`config.mk`:
```
export PLATFORM = sky130hd
export DESIGN_NAME = dcache_assoc
export DESIGN_NICKNAME = d
export VERILOG_FILES = /design/src/rtl/dcache_pkg.sv /design/src/rtl/dcache_way.sv /design/src/rtl/dcache_assoc.sv
export SDC_FILE = /design/constraint.sdc
export NUM_CORES = 1
export LEC_CHECK = 0
export BUFFER_PORTS_ARGS = -buffer_cell sky130_fd_sc_hd__buf_4
export CORE_MARGIN = 1.5
export CORE_UTILIZATION = 39
export CTS_CLUSTER_DIAMETER = 30
export DETAILED_ROUTE_END_ITERATION = 8
export HOLD_SLACK_MARGIN = 0.12
export MAX_ROUTING_LAYER = met4
export PLACE_DENSITY = 0.62
export SYNTH_ARGS = -nofsm -noshare
export SYNTH_HDL_FRONTEND = slang
export SYNTH_SLANG_ARGS = --single-unit
```
`constraint.sdc`:
```
create_clock -name clock -period 4 [get_ports clock]
set_input_delay 0.2 -clock clock [delete_from_list [all_inputs] [get_ports clock]]
set_output_delay 0.2 -clock clock [all_outputs]
set_load 0.02 [all_outputs]
```
`src/rtl/dcache_pkg.sv`:
```
// Shared types and helpers for the set-associative data cache.
package dcache_pkg;

  typedef enum logic [1:0] {
    IDLE,
    WRITEBACK,
    ALLOCATE,
    FILL
  } dcache_state_t;

  // Tag storage is sized for the widest supported address; unused upper bits stay zero.
  localparam int MAX_TAG_W = 32;

  typedef struct packed {
    logic                 valid;
    logic                 dirty;
    logic [MAX_TAG_W-1:0] tag;
  } line_meta_t;

  function automatic int log2c(input int v);
    return $clog2(v);
  endfunction

endpackage

```
`src/rtl/dcache_way.sv`:
```
// One cache way: per-set metadata and data block, combinational lookup at idx,
// byte update for write hits and whole-block fill from the miss path.
module dcache_way
  import dcache_pkg::*;
#(
  parameter int TAG_W = 4,
  parameter int IDX_W = 2,
  parameter int OFF_W = 2,
  parameter int BLK_W = 32
) (
  input  logic             clock,
  input  logic             reset,
  input  logic [IDX_W-1:0] idx,
  input  logic [TAG_W-1:0] tag_in,
  output logic             hit,
  output logic             valid,
  output logic             dirty,
  output logic [TAG_W-1:0] tag,
  output logic [BLK_W-1:0] blk,
  input  logic             wr_en,
  input  logic [OFF_W-1:0] wr_off,
  input  logic [7:0]       wr_byte,
  input  logic             fill_en,
  input  logic [BLK_W-1:0] fill_blk
);

  localparam int SETS = 1 << IDX_W;

  line_meta_t       meta_q [SETS];
  line_meta_t       meta_d [SETS];
  logic [BLK_W-1:0] data_q [SETS];
  logic [BLK_W-1:0] data_d [SETS];
  line_meta_t       cur;

  assign cur   = meta_q[idx];
  assign valid = cur.valid;
  assign dirty = cur.dirty;
  assign tag   = cur.tag[TAG_W-1:0];
  assign hit   = cur.valid && (cur.tag == MAX_TAG_W'(tag_in));
  assign blk   = data_q[idx];

  always_comb begin
    meta_d = meta_q;
    data_d = data_q;
    if (fill_en) begin
      meta_d[idx] = '{valid: 1'b1, dirty: 1'b0, tag: MAX_TAG_W'(tag_in)};
      data_d[idx] = fill_blk;
    end else if (wr_en) begin
      meta_d[idx].dirty = 1'b1;
      data_d[idx][{wr_off, 3'b000} +: 8] = wr_byte;
    end
  end

  // Only metadata needs clearing; stale data is unreachable once valid drops.
  always_ff @(posedge clock) begin
    if (reset) begin
      for (int s = 0; s < SETS; s++) meta_q[s] <= '0;
    end else begin
      meta_q <= meta_d;
    end
    data_q <= data_d;
  end

endmodule

```
`src/rtl/dcache_assoc.sv`:
```
// Write-back, write-allocate 1/2-way data cache with per-set LRU and block-wide memory port.
// Define DCACHE_PERF_CNT_EN to add saturating hit_count/miss_count outputs.
module dcache_assoc
  import dcache_pkg::*;
#(
  parameter int ADDR_W = 8,
  parameter int WORDS  = 4,
  parameter int SETS   = 4,
  parameter int WAYS   = 2,
  localparam int OFF_W = log2c(WORDS),
  localparam int IDX_W = log2c(SETS),
  localparam int TAG_W = ADDR_W - OFF_W - IDX_W,
  localparam int BLK_W = 8 * WORDS
) (
  input  logic                   clock,
  input  logic                   reset,
  input  logic                   read,
  input  logic                   write,
  input  logic [ADDR_W-1:0]      address,
  input  logic [7:0]             writedata,
  output logic [7:0]             readdata,
  output logic                   busywait,
  output logic                   mem_read,
  output logic                   mem_write,
  output logic [TAG_W+IDX_W-1:0] mem_address,
  output logic [BLK_W-1:0]       mem_writedata,
  input  logic [BLK_W-1:0]       mem_readdata,
  input  logic                   mem_busywait
`ifdef DCACHE_PERF_CNT_EN
  ,
  output logic [15:0]            hit_count,
  output logic [15:0]            miss_count
`endif
);

  logic [TAG_W-1:0] cpu_tag;
  logic [IDX_W-1:0] cpu_idx;
  logic [OFF_W-1:0] cpu_off;
  assign {cpu_tag, cpu_idx, cpu_off} = address;

  dcache_state_t    state_q, state_d;
  logic             victim_q, victim_d;
  logic [IDX_W-1:0] idx_q, idx_d;
  logic [BLK_W-1:0] fill_blk_q, fill_blk_d;
  logic [SETS-1:0]  lru_q, lru_d;

  logic [IDX_W-1:0] lk_idx;
  logic [WAYS-1:0]  way_hit, way_valid, way_dirty, way_wr, way_fill;
  logic [TAG_W-1:0] way_tag [WAYS];
  logic [BLK_W-1:0] way_blk [WAYS];
  logic             access, hit, hit_way, victim;
  logic [BLK_W-1:0] hit_blk;

  assign access = read | write;
  assign lk_idx = (state_q == IDLE) ? cpu_idx : idx_q;

  for (genvar w = 0; w < WAYS; w++) begin : g_way
    dcache_way #(
      .TAG_W(TAG_W), .IDX_W(IDX_W), .OFF_W(OFF_W), .BLK_W(BLK_W)
    ) u_way (
      .clock   (clock),
      .reset   (reset),
      .idx     (lk_idx),
      .tag_in  (cpu_tag),
      .hit     (way_hit[w]),
      .valid   (way_valid[w]),
      .dirty   (way_dirty[w]),
      .tag     (way_tag[w]),
      .blk     (way_blk[w]),
      .wr_en   (way_wr[w]),
      .wr_off  (cpu_off),
      .wr_byte (writedata),
      .fill_en (way_fill[w]),
      .fill_blk(fill_blk_q)
    );
  end

  // Descending loops leave the lowest-numbered matching way selected.
  always_comb begin
    hit     = 1'b0;
    hit_way = 1'b0;
    hit_blk = '0;
    victim  = 1'b0;
    for (int w = WAYS - 1; w >= 0; w--) begin
      if (way_hit[w]) begin
        hit     = 1'b1;
        hit_way = 1'(w);
        hit_blk = way_blk[w];
      end
    end
    if (WAYS > 1 && (&way_valid)) begin
      victim = lru_q[lk_idx];
    end else begin
      for (int w = WAYS - 1; w >= 0; w--) begin
        if (!way_valid[w]) victim = 1'(w);
      end
    end
  end

  assign readdata = hit_blk[{cpu_off, 3'b000} +: 8];
  assign busywait = access && !(state_q == IDLE && hit);

  always_comb begin
    state_d       = state_q;
    victim_d      = victim_q;
    idx_d         = idx_q;
    fill_blk_d    = fill_blk_q;
    lru_d         = lru_q;
    way_wr        = '0;
    way_fill      = '0;
    mem_read      = 1'b0;
    mem_write     = 1'b0;
    mem_address   = '0;
    mem_writedata = '0;
    case (state_q)
      IDLE: begin
        if (access && hit) begin
          if (write) way_wr[hit_way] = 1'b1;
          if (WAYS > 1) lru_d[cpu_idx] = ~hit_way;
        end else if (access) begin
          victim_d = victim;
          idx_d    = cpu_idx;
          state_d  = (way_valid[victim] && way_dirty[victim]) ? WRITEBACK : ALLOCATE;
        end
      end
      WRITEBACK: begin
        mem_write     = 1'b1;
        mem_address   = {way_tag[victim_q], idx_q};
        mem_writedata = way_blk[victim_q];
        if (!mem_busywait) state_d = ALLOCATE;
      end
      ALLOCATE: begin
        mem_read    = 1'b1;
        mem_address = {cpu_tag, idx_q};
        if (!mem_busywait) begin
          state_d    = FILL;
          fill_blk_d = mem_readdata;
        end
      end
      FILL: begin
        way_fill[victim_q] = 1'b1;
        state_d            = IDLE;
      end
      default: state_d = IDLE;
    endcase
  end

  always_ff @(posedge clock) begin
    if (reset) begin
      state_q    <= IDLE;
      victim_q   <= 1'b0;
      idx_q      <= '0;
      fill_blk_q <= '0;
      lru_q      <= '0;
    end else begin
      state_q    <= state_d;
      victim_q   <= victim_d;
      idx_q      <= idx_d;
      fill_blk_q <= fill_blk_d;
      lru_q      <= lru_d;
    end
  end

`ifdef DCACHE_PERF_CNT_EN
  // missed_q marks an access that already counted as a miss so its final hit is not counted.
  logic        missed_q, missed_d;
  logic [15:0] hit_count_q, hit_count_d, miss_count_q, miss_count_d;

  always_comb begin
    missed_d     = missed_q;
    hit_count_d  = hit_count_q;
    miss_count_d = miss_count_q;
    if (state_q == IDLE && access) begin
      if (hit) begin
        missed_d = 1'b0;
        if (!missed_q && hit_count_q != 16'hFFFF) hit_count_d = hit_count_q + 16'd1;
      end else begin
        missed_d = 1'b1;
        if (miss_count_q != 16'hFFFF) miss_count_d = miss_count_q + 16'd1;
      end
    end
  end

  always_ff @(posedge clock) begin
    if (reset) begin
      missed_q     <= 1'b0;
      hit_count_q  <= '0;
      miss_count_q <= '0;
    end else begin
      missed_q     <= missed_d;
      hit_count_q  <= hit_count_d;
      miss_count_q <= miss_count_d;
    end
  end

  assign hit_count  = hit_count_q;
  assign miss_count = miss_count_q;
`endif

endmodule

```
### Word-level counts from Yosys, hierarchy flattened

Cells that the tools add are included.

* $lt $le $gt $ge: 11
* muxes and demuxes: 78
* shift-type cells: 3
* eq/ne operators: 9
* reductions and logical operators: 19
* add/subtract/negate cells: 1
* bitwise gates (word level): 6

Operators with widths (number)
* 136-bit bitwise mux: 4
* 136-bit two-way mux: 4
* 128-bit bitwise mux: 4
* 128-bit two-way mux: 4
* 32-bit two-way mux: 12
* 34-bit two-way mux: 5
* 34-bit binary-select mux with 2-bit select: 2
* 34-bit demux with 2-bit select: 2
* 32-bit binary-select mux with 2-bit select: 2
* 32-bit demux with 2-bit select: 2
* 32-bit by 4-bit == test with 1-bit output: 2
* 33-bit two-way mux: 1
* 8-bit by 7-bit variable shift with 32-bit output (first input constant): 1
* 32-bit by 6-bit indexed part select with 8-bit output: 1
* 8-bit by 7-bit indexed part select with 32-bit output: 1
* 2-bit two-way mux: 10
* 1-bit two-way mux: 16
* 4-bit two-way mux: 3
* 6-bit case mux with 2 select lines: 1
* 1-bit logical AND: 10
* 2-bit != test (second input constant): 4
* 2-bit case mux with 4 select lines: 1
* 5-bit negation with 7-bit output: 1
* 1-bit by 2-bit < comparator with 1-bit output (second input constant): 3
* 22 further kinds: 31

* word-level logic and storage cells: 164
* bits of input ports: 53
* register bits: 569

### Depth between registers and ports, before layout

Gate-level depths: netlist of run 1.

* depth in word-level cells: 19
* gate-level depth with buffers: 14
* gate-level depth less buffers: 10

### Modules after synthesis

From an unflattened synthesis of run 1, not the netlist that was laid out.

* cell total of the unflattened synthesis: 1553
* area total of the unflattened synthesis: 17778.3 um^2

By module, submodules not included
* dcache_way (g_way[1].u_way): cells each 590, area each 7433.4 um^2, sequential area each 4324.1 um^2, times used 1
* dcache_way (g_way[0].u_way): cells each 554, area each 7377.1 um^2, sequential area each 4324.1 um^2, times used 1
* dcache_assoc: cells each 409, area each 2967.8 um^2, sequential area each 820.8 um^2, times used 1

### Least setup slack after synthesis of run 1

No wires, ideal clock.

* kind: reg-to-reg
* start point: reg state_q[0]
* end point: reg g_way[1].u_way.data_q[0] (netlist name) (enable)
* slack: 645 ps
* data arrival time: 2985 ps
* data required time: 3630 ps
* path buffers: 2
* stages on the path, launching flop included: 13
* setup time: 370 ps
* path through: dfxtp_1 inv_1 ha_1 mux2i_1 buf_4 mux4_2 xor2_1 a31oi_2 nand2_2 a21oi_4 buf_6 a41oi_2 nor2_1

* word-level cells in the longest chain between the ends: 18
* elaborated cells between the ends (all ways): 28
* those cells by class: order compare: 2; eq/ne: 3; mux: 16; bitwise: 1; reduce/logical: 6

Ends and longest elaborated chain
* start, declared: line dcache_assoc.sv:41 `dcache_state_t state_q, state_d;`
* start signal, assigned: line dcache_assoc.sv:156 `state_q <= state_d;`
* 2-bit logical NOT: line dcache_assoc.sv:55, dcache_assoc.sv:115
* 2-bit two-way mux: line dcache_assoc.sv:55 `assign lk_idx = (state_q == IDLE) ? cpu_idx : idx_q;`
* 2-bit inverter with 3-bit output (implied by the code): line dcache_way.sv:35 `assign cur = meta_q[idx];`
* 34-bit binary-select mux with 2-bit select: line dcache_way.sv:35
* 34-bit two-way mux (implied by the code) (2 in a row): line dcache_way.sv:35
* 32-bit by 4-bit == test with 1-bit output: line dcache_way.sv:39 `assign hit = cur.valid && (cur.tag == MAX_TAG_W'(tag_in));`
* 1-bit logical AND: line dcache_way.sv:39
* 1-bit two-way mux (2 in a row): line dcache_assoc.sv:85 `if (way_hit[w]) begin`
* 1-bit by 2-bit < comparator with 1-bit output (implied by the code) or 1-bit greater-or-equal comparator (tied branches): line dcache_assoc.sv:118 `if (write) way_wr[hit_way] = 1'b1;`
* 1-bit logical AND (implied by the code): line dcache_assoc.sv:118
* 1-bit two-way mux (implied by the code): line dcache_assoc.sv:118
* 1-bit demux with 1-bit select: line dcache_assoc.sv:118
* 2-bit two-way mux: line dcache_assoc.sv:118
* 2-bit two-way mux: line dcache_assoc.sv:117 `if (access && hit) begin`
* 2-bit two-way mux: line dcache_assoc.sv:115 `case (state_q)`
* 2-bit nonzero test (no line) *
* end signal, assigned: line dcache_way.sv:61 `data_q <= data_d;`
* end, declared: line dcache_way.sv:31 `logic [BLK_W-1:0] data_q [SETS];`

Mark *: on every way between the ends. The rest lies on a longest branch, timed or not. The select of a mux whose other input is x is not followed.
A chain may end at the register's enable or synchronous reset.

### Worst setup path in the final report of run 1

* start point: reg state_q[0]
* end point: out readdata[1]

* word-level cells in the longest chain between the ends: 11
* elaborated cells between the ends (all ways): 22
* those cells by class: eq/ne: 2; shift: 1; mux: 15; bitwise: 1; reduce/logical: 3

Ends and longest elaborated chain
* 2-bit logical NOT *: line dcache_assoc.sv:55
* 2-bit two-way mux *: line dcache_assoc.sv:55
* 2-bit inverter with 3-bit output (implied by the code) *: line dcache_way.sv:35, dcache_way.sv:40
* 34-bit binary-select mux with 2-bit select: line dcache_way.sv:35
* 34-bit two-way mux (implied by the code) (2 in a row): line dcache_way.sv:35
* 32-bit by 4-bit == test with 1-bit output: line dcache_way.sv:39
* 1-bit logical AND: line dcache_way.sv:39
* 32-bit two-way mux: line dcache_assoc.sv:85
* 32-bit two-way mux *: line dcache_assoc.sv:85
* 32-bit by 6-bit indexed part select with 8-bit output *: line dcache_assoc.sv:100 `assign readdata = hit_blk[{cpu_off, 3'b000} +: 8];`
* end, declared: line dcache_assoc.sv:21 `output logic [7:0] readdata,`

Marks and branches as above.

==> impl_metrics.py, run 1 <==
metrics = {
    "run": {
        "drv_cap": 0,
    },
    "cts": {
        "cts_max_level": 3,
        "clk_pin_slew_ps": 50,
        "cts_buffers": 81,
        "clock_sinks": 345,
        "cts_buffer_depth": 3,
        "tritoncts": "built",
        "insertion_delay_ps": 600,
        "clock-root-buffer": "clkbuf_16",
    },
    "grt": {
        "gr-total-overflow": 0,
        "grt_pass1_wl_um": 78300,
        "antenna_found_initial": 0,
        "first_global_vias": 13000,
        "grt_max_degree": 90,
        "grt_use_total_pct": 24.3,
    },
    "critical_path": {
        "worst_path_largest_cell_delay_ps": 580,
        "path_max_fanout": 6,
        "crit_path_cell_trace": "inv_4 -> ha_4 -> mux2i_4 -> mux4_2 -> xnor2_2 -> nor4_4 -> nand2_4 -> a21oi_4 -> buf_8 -> buf_6 -> a221oi_2 -> o31ai_2 -> buf_4",
        "worst_ep_required_time_ps": 3800,
        "path_buf_inv": 4,
        "cpLargestDelayFamily": "multiplexers",
        "start_kind": "flip-flop",
        "endpoint_kind": "output pin",
        "crit_slowest_cell": "mux4_2",
        "crit_arrival_ps": 3850,
        "critPathKind": "flip-flop to output pin",
    },
    "detailed_routing": {
        "wl_um": 52900,
        "ant_nets": 0,
        "firstDrtPassIters": 6,
        "drcViolationCount": 0,
        "routed_via_density": 5.55,
        "drt_iter0_markers": 1353,
        "wl_per_cell_um": 22.7,
        "vias": 13000,
    },
    "floorplan": {
        "die_h_um": 212,
        "start_util_pct": 39.5,
        "design.die.area_mm2": 0.0449,
        "core_mm2": 0.0431,
        "die_w_um": 212,
        "core.rowCount": 76,
        "io_pins": 102,
    },
    "sta": {
        "tns_ps": -205,
        "finalCritPeriodShare_pct": 101,
        "skew_ps": 23.4,
        "setup_viol": 6,
        "tightest_slew_ps": 1100,
        "worst_slack_ps": -50.3,
        "hold_violations": 0,
        "max_slew_margin_pct": 26.9,
        "fmax_mhz": 247,
        "layout_min_cycle_time_ps": 4050,
        "drv_slew": 0,
        "grt_setup_unrepaired": "yes",
    },
    "synthesis": {
        "yosysUniqueCellTypes": 67,
        "synth_edf_count": 256,
        "synthTopCellsByCount": "411 x nor2_1, 256 x edfxtp_1, 117 x nand2_1",
        "post_synth.cell_area_avg_um2": 11.4,
        "yosysWarnings": 0,
        "ys_seq_elements": 345,
        "ys_seq_area_share_pct": 55.6,
        "syn-num-nets": 1560,
        "async_flop_share_pct": 0,
        "synthesis.area_mm2": 0.0170,
        "synth_top_area_share_pct": 45.1,
        "synth.most_common_cell": "nor2_1",
        "ys.flop_type": "edfxtp_1",
        "yosys.area.top_type": "edfxtp_1",
        "netlist_instances": 1497,
        "synth.area.top_cells": "edfxtp_1 45%, dfxtp_1 10%, mux4_2 9.5%",
    },
    "final_layout": {
        "fin_nets": 1744,
        "utilization_pct": 51.7,
        "stdcell_count": 2334,
        "diodes": 0,
        "areaGrowthSynthToFinish_pct": 30.7,
        "final_layout_size_suffix_gt1_share_pct": 26.5,
    },
    "power": {
        "p_sw_uw": 4520,
        "p_int_uw": 9990,
        "leakage_uw": 0.00819,
        "p_total_uw": 14500,
        "clkPwrFrac_pct": 46.2,
        "switching_share_pct": 31.2,
        "peakVddDrop_mv": 0.350,
        "cellPowerDensity_mw_per_mm2": 652,
        "comb_power_share_pct": 25.9,
        "seqPwrFrac_pct": 28.0,
    },
    "place": {
        "gp_congestion": 0.915,
        "dp_cells": 2122,
        "io_buffers": 101,
        "dp_hpwl_um": 34500,
    },
    "run_status": {
        "status": "finished with violations",
        "violations": "negative setup slack",
    },
    "hold_path": {
        "min_path_type": "input pin to flip-flop",
    },
}
registers in the layout, indices dropped and copies added (netlist names):
register            count
fill_blk_q             32
g_way.u_way.data_q    256
g_way.u_way.meta_q     48
idx_q                   2
lru_q                   4
state_q                 2
victim_q                1
metrics by stage:
| stage | area (um^2) | hold slack, ps | setup WS (ps) |
|---|---|---|---|
| after global placement | 18500 | 442 | 176 |
| final | 22300 | 192 | -50.3 |
| after floorplan | 17000 | 336 | 645 |
| after global routing | 22300 | 224 | -115 |
| after detailed placement | 18500 | 449 | 70.4 |
| after CTS | 22000 | 166 | 2.16 |
worst register-to-register path, cell delays in order, from the launching register on:
cell and delay (ps):
dfxtp_4 360, inv_4 70, ha_4 200, mux2i_4 300, mux4_2 580, xnor2_2 190
nor4_4 350, nand2_4 110, a21oi_4 200, buf_6 150, buf_4 100, buf_4 110
a41oi_2 200, nor2_1 260, buf_4 220
logic make-up after synthesis:
kind of cell             Yosys count  synth area share (%)
buffers and inverters            127                  3.33
flip-flops                       345                  55.6
adder cells (fa/ha/maj)           10                 0.735
multiplexers                     143                  13.8
XOR/XNOR                           6                 0.309
AO/OA/AOI/OAI                    235                  10.3
AND/OR/NAND/NOR                  631                  16.0
layout make-up:
class / count / area (um^2)
Fill cell: 3718 / 20800
Sequential cell: 345 / 9480
Multi-Input combinational cell: 1025 / 7210
Clock buffer: 97 / 2220
Timing Repair Buffer: 219 / 1960
Tap cell: 585 / 732
Clock inverter: 54 / 616
Inverter: 9 / 36.3
power groups by stage:
stage | clock network (uW) | registers [uW] | logic [uW]
after global placement | 0 | 4100 | 3340
final | 6700 | 4060 | 3750
after floorplan | 0 | 4070 | 2220
after detailed placement | 0 | 4110 | 3350
after CTS | 6760 | 4050 | 3630
after global routing | 6950 | 4070 | 3930
cell usage in the layout, fill, tap and decap left out, types with 10 or more instances in the layout:
master / netlist / routed
buf_4: 5 / 153
mux2i_1: 67 / 66
nor2_1: 411 / 410
o211a_1: 16 / 16
mux4_2: 72 / 72
bufinv_16: 0 / 10
a21oi_1: 114 / 112
edfxtp_1: 256 / 256
nor2b_1: 38 / 36
clkbuf_16: 0 / 86
a31o_1: 10 / 10
clkinv_1: 1 / 10
dlygate4sd3_1: 0 / 40
nor3_1: 11 / 11
a21o_1: 23 / 23
clkinv_4: 0 / 10
a221oi_2: 7 / 12
buf_6: 7 / 13
nand2_1: 117 / 117
dfxtp_1: 89 / 86
metal layers:
layer	part of all wire, %	vias up	track usage, %	wire length, um
met3	8.8	139	5.30	4640
li1	-	5807	-	-
met2	46	637	37.1	24600
met1	40	6367	30.6	21300
met5	0	-	-	0
met4	4.6	0	12.3	2410
repair_timing:
item / CTS / global route
hold buffers: 40 / 0
endpoints found under the setup margin: 24 / 8
setup buffers: 17 / 2
hold endpoints to repair: 71 / 0
pin swaps: 7 / 12
gates resized for setup: 26 / 31
cloned: 1 / 1
worst paths after layout:
check	start	end	slack (ps)	cells after the start
setup / recovery	state_q[0]	readdata[1]	-50	13
hold reg to reg	lru_q[2]	lru_q[2]	460	2
setup reg to reg	state_q[0]	g_way[1].u_way.data_q[40]	300	14
hold / removal	writedata[6]	g_way[1].u_way.data_q[38]	190	5
(Power assumes the default switching activity.)
==> run 2: changes to the inputs <==
--- a/config.mk
+++ b/config.mk
@@ -6,13 +6,14 @@
 export NUM_CORES = 1
 export LEC_CHECK = 0
 export BUFFER_PORTS_ARGS = -buffer_cell sky130_fd_sc_hd__buf_4
-export CORE_MARGIN = 1.5
-export CORE_UTILIZATION = 39
+export CORE_MARGIN = 5
+export CORE_UTILIZATION = 50
 export CTS_CLUSTER_DIAMETER = 30
 export DETAILED_ROUTE_END_ITERATION = 8
 export HOLD_SLACK_MARGIN = 0.12
 export MAX_ROUTING_LAYER = met4
-export PLACE_DENSITY = 0.62
+export PLACE_DENSITY = 0.75
 export SYNTH_ARGS = -nofsm -noshare
 export SYNTH_HDL_FRONTEND = slang
 export SYNTH_SLANG_ARGS = --single-unit
+export TNS_END_PERCENT = 10
==> run 2 against run 1 <==
The flow still finishes with violations (negative setup slack). First-iteration DRC count is 33% higher. Via count rose by 3.6%. Combinational power hardly changed. Sequential power about the same. Sequential share of layout area rose by 1.2 points. Hold slack worse by 32 ps. Register-to-register slack lost 180 ps. Worst setup slack better by 9.2 ps. Wire length up 0.27%. Highest routed layer unchanged.
==> impl_metrics.py, run 2 (synthesized netlist as in run 1, its figures left out) <==
metrics = {
    "run_status": {
        "status": "finished with violations",
        "violations": "negative setup slack",
    },
    "power": {
        "cellPowerDensity_mw_per_mm2": 614,
        "leakage_uw": 0.00793,
        "peakVddDrop_mv": 0.358,
    },
    "detailed_routing": {
        "vias": 13400,
        "ant_nets": 0,
        "firstDrtPassIters": 7,
        "drt_iter0_markers": 1798,
        "wl_per_cell_um": 24.2,
        "routed_via_density": 6.12,
        "wl_um": 53100,
        "drcViolationCount": 0,
    },
    "place": {
        "dpl-instance-area_mm2": 0.0183,
        "gp_congestion": 0.954,
        "dp_hpwl_um": 33900,
        "dpl_worst_slack_ps": 194,
        "io_buffers": 101,
    },
    "cts": {
        "cts_max_level": 3,
        "insertion_delay_ps": 590,
        "clk_pin_slew_ps": 50,
        "cts_buffer_depth": 3,
        "clock_sinks": 345,
        "cts_buffers": 68,
        "tritoncts": "built",
        "clock-root-buffer": "clkbuf_16",
    },
    "grt": {
        "antenna_found_initial": 1,
        "grt_pass1_wl_um": 78500,
        "gr-total-overflow": 0,
        "grt_max_degree": 90,
        "grt_use_total_pct": 27.7,
        "first_global_vias": 13200,
    },
    "sta": {
        "hold_violations": 0,
        "grt_setup_unrepaired": "yes",
        "max_slew_margin_pct": 29.8,
        "finalCritPeriodShare_pct": 101,
        "tns_ps": -68.0,
        "setup_viol": 3,
        "layout_min_cycle_time_ps": 4040,
        "worst_slack_ps": -41.0,
        "skew_ps": 32.9,
        "drv_slew": 0,
        "fmax_mhz": 247,
        "tightest_slew_ps": 1050,
    },
    "final_layout": {
        "fillers": 2412,
        "final_common_cell": "nor2_1",
        "fin_nets": 1753,
        "utilization_pct": 64.4,
        "layout_common_cells": "410 x nor2_1, 256 x edfxtp_1, 171 x buf_4",
        "top_register": "g_way.u_way.data_q",
        "final_layout_size_suffix_gt1_share_pct": 25.9,
        "largest_reg_flops": 256,
        "areaGrowthSynthToFinish_pct": 27.1,
        "stdcell_area_mm2": 0.0217,
        "largestRegisters": "g_way.u_way.data_q x256, g_way.u_way.meta_q x48, fill_blk_q x32",
    },
    "critical_path": {
        "path_buf_inv": 6,
        "critPathKind": "flip-flop to output pin",
        "worst_path_largest_cell_delay_ps": 400,
        "path_max_fanout": 6,
        "crit_arrival_ps": 3840,
        "endpoint_kind": "output pin",
        "cpLargestDelayFamily": "buffers and inverters",
        "worst_ep_required_time_ps": 3800,
        "start_kind": "flip-flop",
        "crit_slowest_cell": "o31ai_2",
        "crit_path_cell_trace": "inv_4 -> ha_4 -> buf_12 -> mux2i_4 -> buf_6 -> buf_6 -> mux2i_4 -> o32ai_4 -> nor4_4 -> nand2_2 -> a21oi_4 -> clkbuf_16 -> a221oi_2 -> o31ai_2 -> buf_4",
    },
    "run": {
        "drv_cap": 0,
    },
    "floorplan": {
        "core.rowCount": 67,
        "core_mm2": 0.0336,
        "start_util_pct": 50.7,
        "io_pins": 102,
        "design.die.area_mm2": 0.0379,
        "die_w_um": 195,
        "die_h_um": 195,
    },
    "hold_path": {
        "min_path_type": "input pin to flip-flop",
    },
}
## run 2: cell types whose count changed in the layout (fill, tap and decap cells not counted), sizes merged, moves of 3 or more
cell | previous run | this run
clkinv | 31 | 24
bufinv | 10 | 3
dlygate4sd3 | 40 | 52
clkbuf | 99 | 85
clkinvlp | 8 | 5
buf | 176 | 186
inv | 14 | 18
## run 2: path summary, 6_finish.rpt
path / start / end / slack, ps / cells after the start
worst max-delay path: state_q[1] / readdata[0] / -40 / 15
worst min register to register: g_way[0].u_way.meta_q[135] / g_way[0].u_way.meta_q[135] / 470 / 2
worst min-delay path: write / g_way[1].u_way.meta_q[66] / 160 / 3
worst max register to register: state_q[1] / g_way[1].u_way.data_q[15] / 120 / 17
## run 2: tightest hold or removal path: stages
cell,delay [ps]
buf_4,180
a41oi_1,220
nor3_2,60
## run 2: cell type report
cell class | instances | area (um^2) | area share (%)
flip-flops and latches | 345 | 9480 | 43.8
multi-input cells | 1025 | 7230 | 33.4
repair buffers | 241 | 2070 | 9.58
clock buffers | 83 | 1860 | 8.60
well taps | 448 | 561 | 2.59
clock inverters | 41 | 414 | 1.91
inverters | 9 | 36.3 | 0.168
diodes | 1 | 2.50 | 0.0116
## run 2: metal layers
metal  share of wire, %  GRT usage [%]
met1                 36           34.0
met2                 48           43.2
met3                 12           8.45
met4                4.1           11.4
met5                  0              -
## run 2: stage by stage
| step | hold slack (ps) | power (uW) | instances |
|---|---|---|---|
| finish | 160 | 13300 | 2193 |
| global route | 215 | 13700 | 2193 |
| CTS | 138 | 13000 | 2169 |
| floorplan | 336 | 6290 | 1497 |
| global placement | 438 | 7340 | 1986 |
| detailed placement | 451 | 7370 | 1986 |
## run 2: repair_timing
| action | CTS | global route |
|---|---|---|
| cloned | 0 | 2 |
| buffers inserted | 7 | 21 |
| setup endpoints to repair | 13 | 23 |
| hold endpoints to repair | 70 | 0 |
| hold buffers | 52 | 0 |
| pin swaps | 2 | 10 |
| resized for setup | 12 | 44 |
## run 2: report_power, final
group          internal (uW)  switching, uW  total, uW
Sequential              3960           98.1       4060
Combinational           1400           2330       3730
Clock                   3560           1950       5510
Total                   8920           4380      13300
==> run 3: changes to the inputs <==
--- a/config.mk
+++ b/config.mk
@@ -13,6 +13,7 @@
 export HOLD_SLACK_MARGIN = 0.12
 export MAX_ROUTING_LAYER = met4
 export PLACE_DENSITY = 0.75
+export SLEW_MARGIN = 20
 export SYNTH_ARGS = -nofsm -noshare
 export SYNTH_HDL_FRONTEND = slang
 export SYNTH_SLANG_ARGS = --single-unit
==> constraint.sdc (replaced) <==
create_clock -name clock -period 4 [get_ports clock]
set_input_delay 0.2 -clock clock [delete_from_list [all_inputs] [get_ports clock]]
set_output_delay 0.2 -clock clock [all_outputs]
set_load 0.005 [all_outputs]
==> run 3 against run 2 <==
The flow now finishes without violations. Sequential cell count stayed put. Clock power is 11% higher. Hold slack improved by 5.0 ps. Count of clock-buffer cells in the layout is 11 higher. Critical endpoint is now readdata[1].
==> impl_metrics.py, run 3 (synthesized netlist as in run 1, its figures left out) <==
metrics = {
    "floorplan": {
        "start_util_pct": 50.7,
        "die_h_um": 195,
        "die_w_um": 195,
        "core.rowCount": 67,
        "io_pins": 102,
        "design.die.area_mm2": 0.0379,
        "core_mm2": 0.0336,
    },
    "place": {
        "dp_hpwl_um": 33000,
        "io_buffers": 101,
        "gp_congestion": 0.952,
        "dp_cells": 1983,
    },
    "power": {
        "cellPowerDensity_mw_per_mm2": 631,
        "leakage_uw": 0.00796,
        "p_total_uw": 13600,
        "peakVddDrop_mv": 0.436,
    },
    "cts": {
        "clock-root-buffer": "clkbuf_16",
        "cts_max_level": 3,
        "clock_sinks": 345,
        "clk_pin_slew_ps": 50,
        "cts_buffer_depth": 3,
        "insertion_delay_ps": 590,
        "tritoncts": "built",
        "cts_buffers": 74,
    },
    "critical_path": {
        "start_kind": "flip-flop",
        "critPathKind": "flip-flop to output pin",
        "endpoint_kind": "output pin",
        "path_max_fanout": 7,
        "worst_ep_required_time_ps": 3800,
        "crit_arrival_ps": 3770,
    },
    "sta": {
        "skew_ps": 30.4,
        "grt_setup_unrepaired": "yes",
        "tns_ps": 0,
        "max_slew_margin_pct": 29.4,
        "setup_viol": 0,
        "layout_min_cycle_time_ps": 3970,
        "hold_violations": 0,
        "fmax_mhz": 252,
        "tightest_slew_ps": 1060,
        "drv_slew": 0,
        "finalCritPeriodShare_pct": 99.3,
    },
    "grt": {
        "grt_pass1_wl_um": 78700,
        "antenna_found_initial": 2,
        "gr-total-overflow": 0,
        "grt_use_total_pct": 27.7,
        "grt_max_degree": 90,
        "first_global_vias": 13100,
    },
    "detailed_routing": {
        "wl_per_cell_um": 23.8,
        "ant_nets": 0,
        "drcViolationCount": 0,
        "routed_via_density": 6.07,
        "drt_iter0_markers": 1948,
        "vias": 13200,
        "wl_um": 52000,
        "firstDrtPassIters": 8,
    },
    "final_layout": {
        "fin_nets": 1732,
        "areaGrowthSynthToFinish_pct": 26.8,
        "largestRegisters": "g_way.u_way.data_q x256, g_way.u_way.meta_q x48, fill_blk_q x32",
        "final_layout_size_suffix_gt1_share_pct": 26.0,
        "stdcell_count": 2180,
        "layout_common_cells": "410 x nor2_1, 256 x edfxtp_1, 162 x buf_4",
        "largest_reg_flops": 256,
        "utilization_pct": 64.2,
        "top_register": "g_way.u_way.data_q",
        "final_common_cell": "nor2_1",
    },
    "run": {
        "drv_cap": 0,
    },
    "hold_path": {
        "min_path_type": "input pin to flip-flop",
    },
    "run_status": {
        "status": "complete, no violations",
    },
}
run 3: changes by cell type in the layout (fill, tap and decap cells not counted), sizes merged:
cell,previous run,this run
dlygate4sd3,52,39
bufinv,3,8
clkbuf,85,94
clkinv,24,20
dlymetal6s2s,1,0
inv,18,19
diode,1,2
buf,186,175
run 3: layout make-up:
cell class                      count  area [um^2]
Sequential cell                   345         9480
Multi-Input combinational cell   1025         7200
Tap cell                          448          561
Clock inverter                     43          500
Inverter                            9         36.3
Timing Repair Buffer              214         1780
Clock buffer                       94         2040
Fill cell                        2443        12000
Antenna cell                        2         5.00
run 3: what timing repair did:
item,4_1_cts,5_1_grt
hold buffers,39,0
setup buffers,8,11
cloned,0,0
pin swaps,7,13
endpoints found under the hold margin,70,0
endpoints found under the setup margin,10,8
resized for setup,22,26
run 3: stage by stage:
stage / setup WS [ps] / hold slack [ps] / instance area [um^2]
2_1_floorplan: 645 / 336 / 17000
3_3_place_gp: 327 / 446 / 18300
3_5_place_dp: 179 / 458 / 18300
4_1_cts: 11.0 / 138 / 21400
5_1_grt: -39.8 / 189 / 21600
6_report: 29.8 / 165 / 21600
run 3: path summary, 6_finish.rpt:
path	start	end	slack [ps]	depth (start not counted)
max	state_q[1]	readdata[1]	30	12
min	write	g_way[1].u_way.meta_q[66]	170	3
max reg2reg	state_q[1]	g_way[1].u_way.data_q[78]	330	13
min reg2reg	lru_q[2]	lru_q[2]	460	2
run 3: worst max-delay path: stages (launching register included):
cell      delay [ps]
dfxtp_2          330
inv_2            100
ha_4             170
mux2i_4          250
mux4_2           570
xnor2_2          180
nor4_4           340
nand2_2          150
a21oi_4          300
buf_4            220
a221oi_2          70
o31ai_2          360
buf_4            180
run 3: routing by layer:
layer / GRT usage, % / vias to the layer above / share of wire (%)
met5: - / - / 0
met2: 42.7 / 874 / 47
met4: 12.0 / 0 / 4.3
met3: 7.48 / 174 / 12
li1: - / 5781 / -
met1: 34.8 / 6396 / 36
run 3: power breakdown:
part / total, uW / switching (uW) / internal (uW)
Sequential: 4060 / 98.6 / 3960
Combinational: 3420 / 2120 / 1300
Clock: 6140 / 2000 / 4140
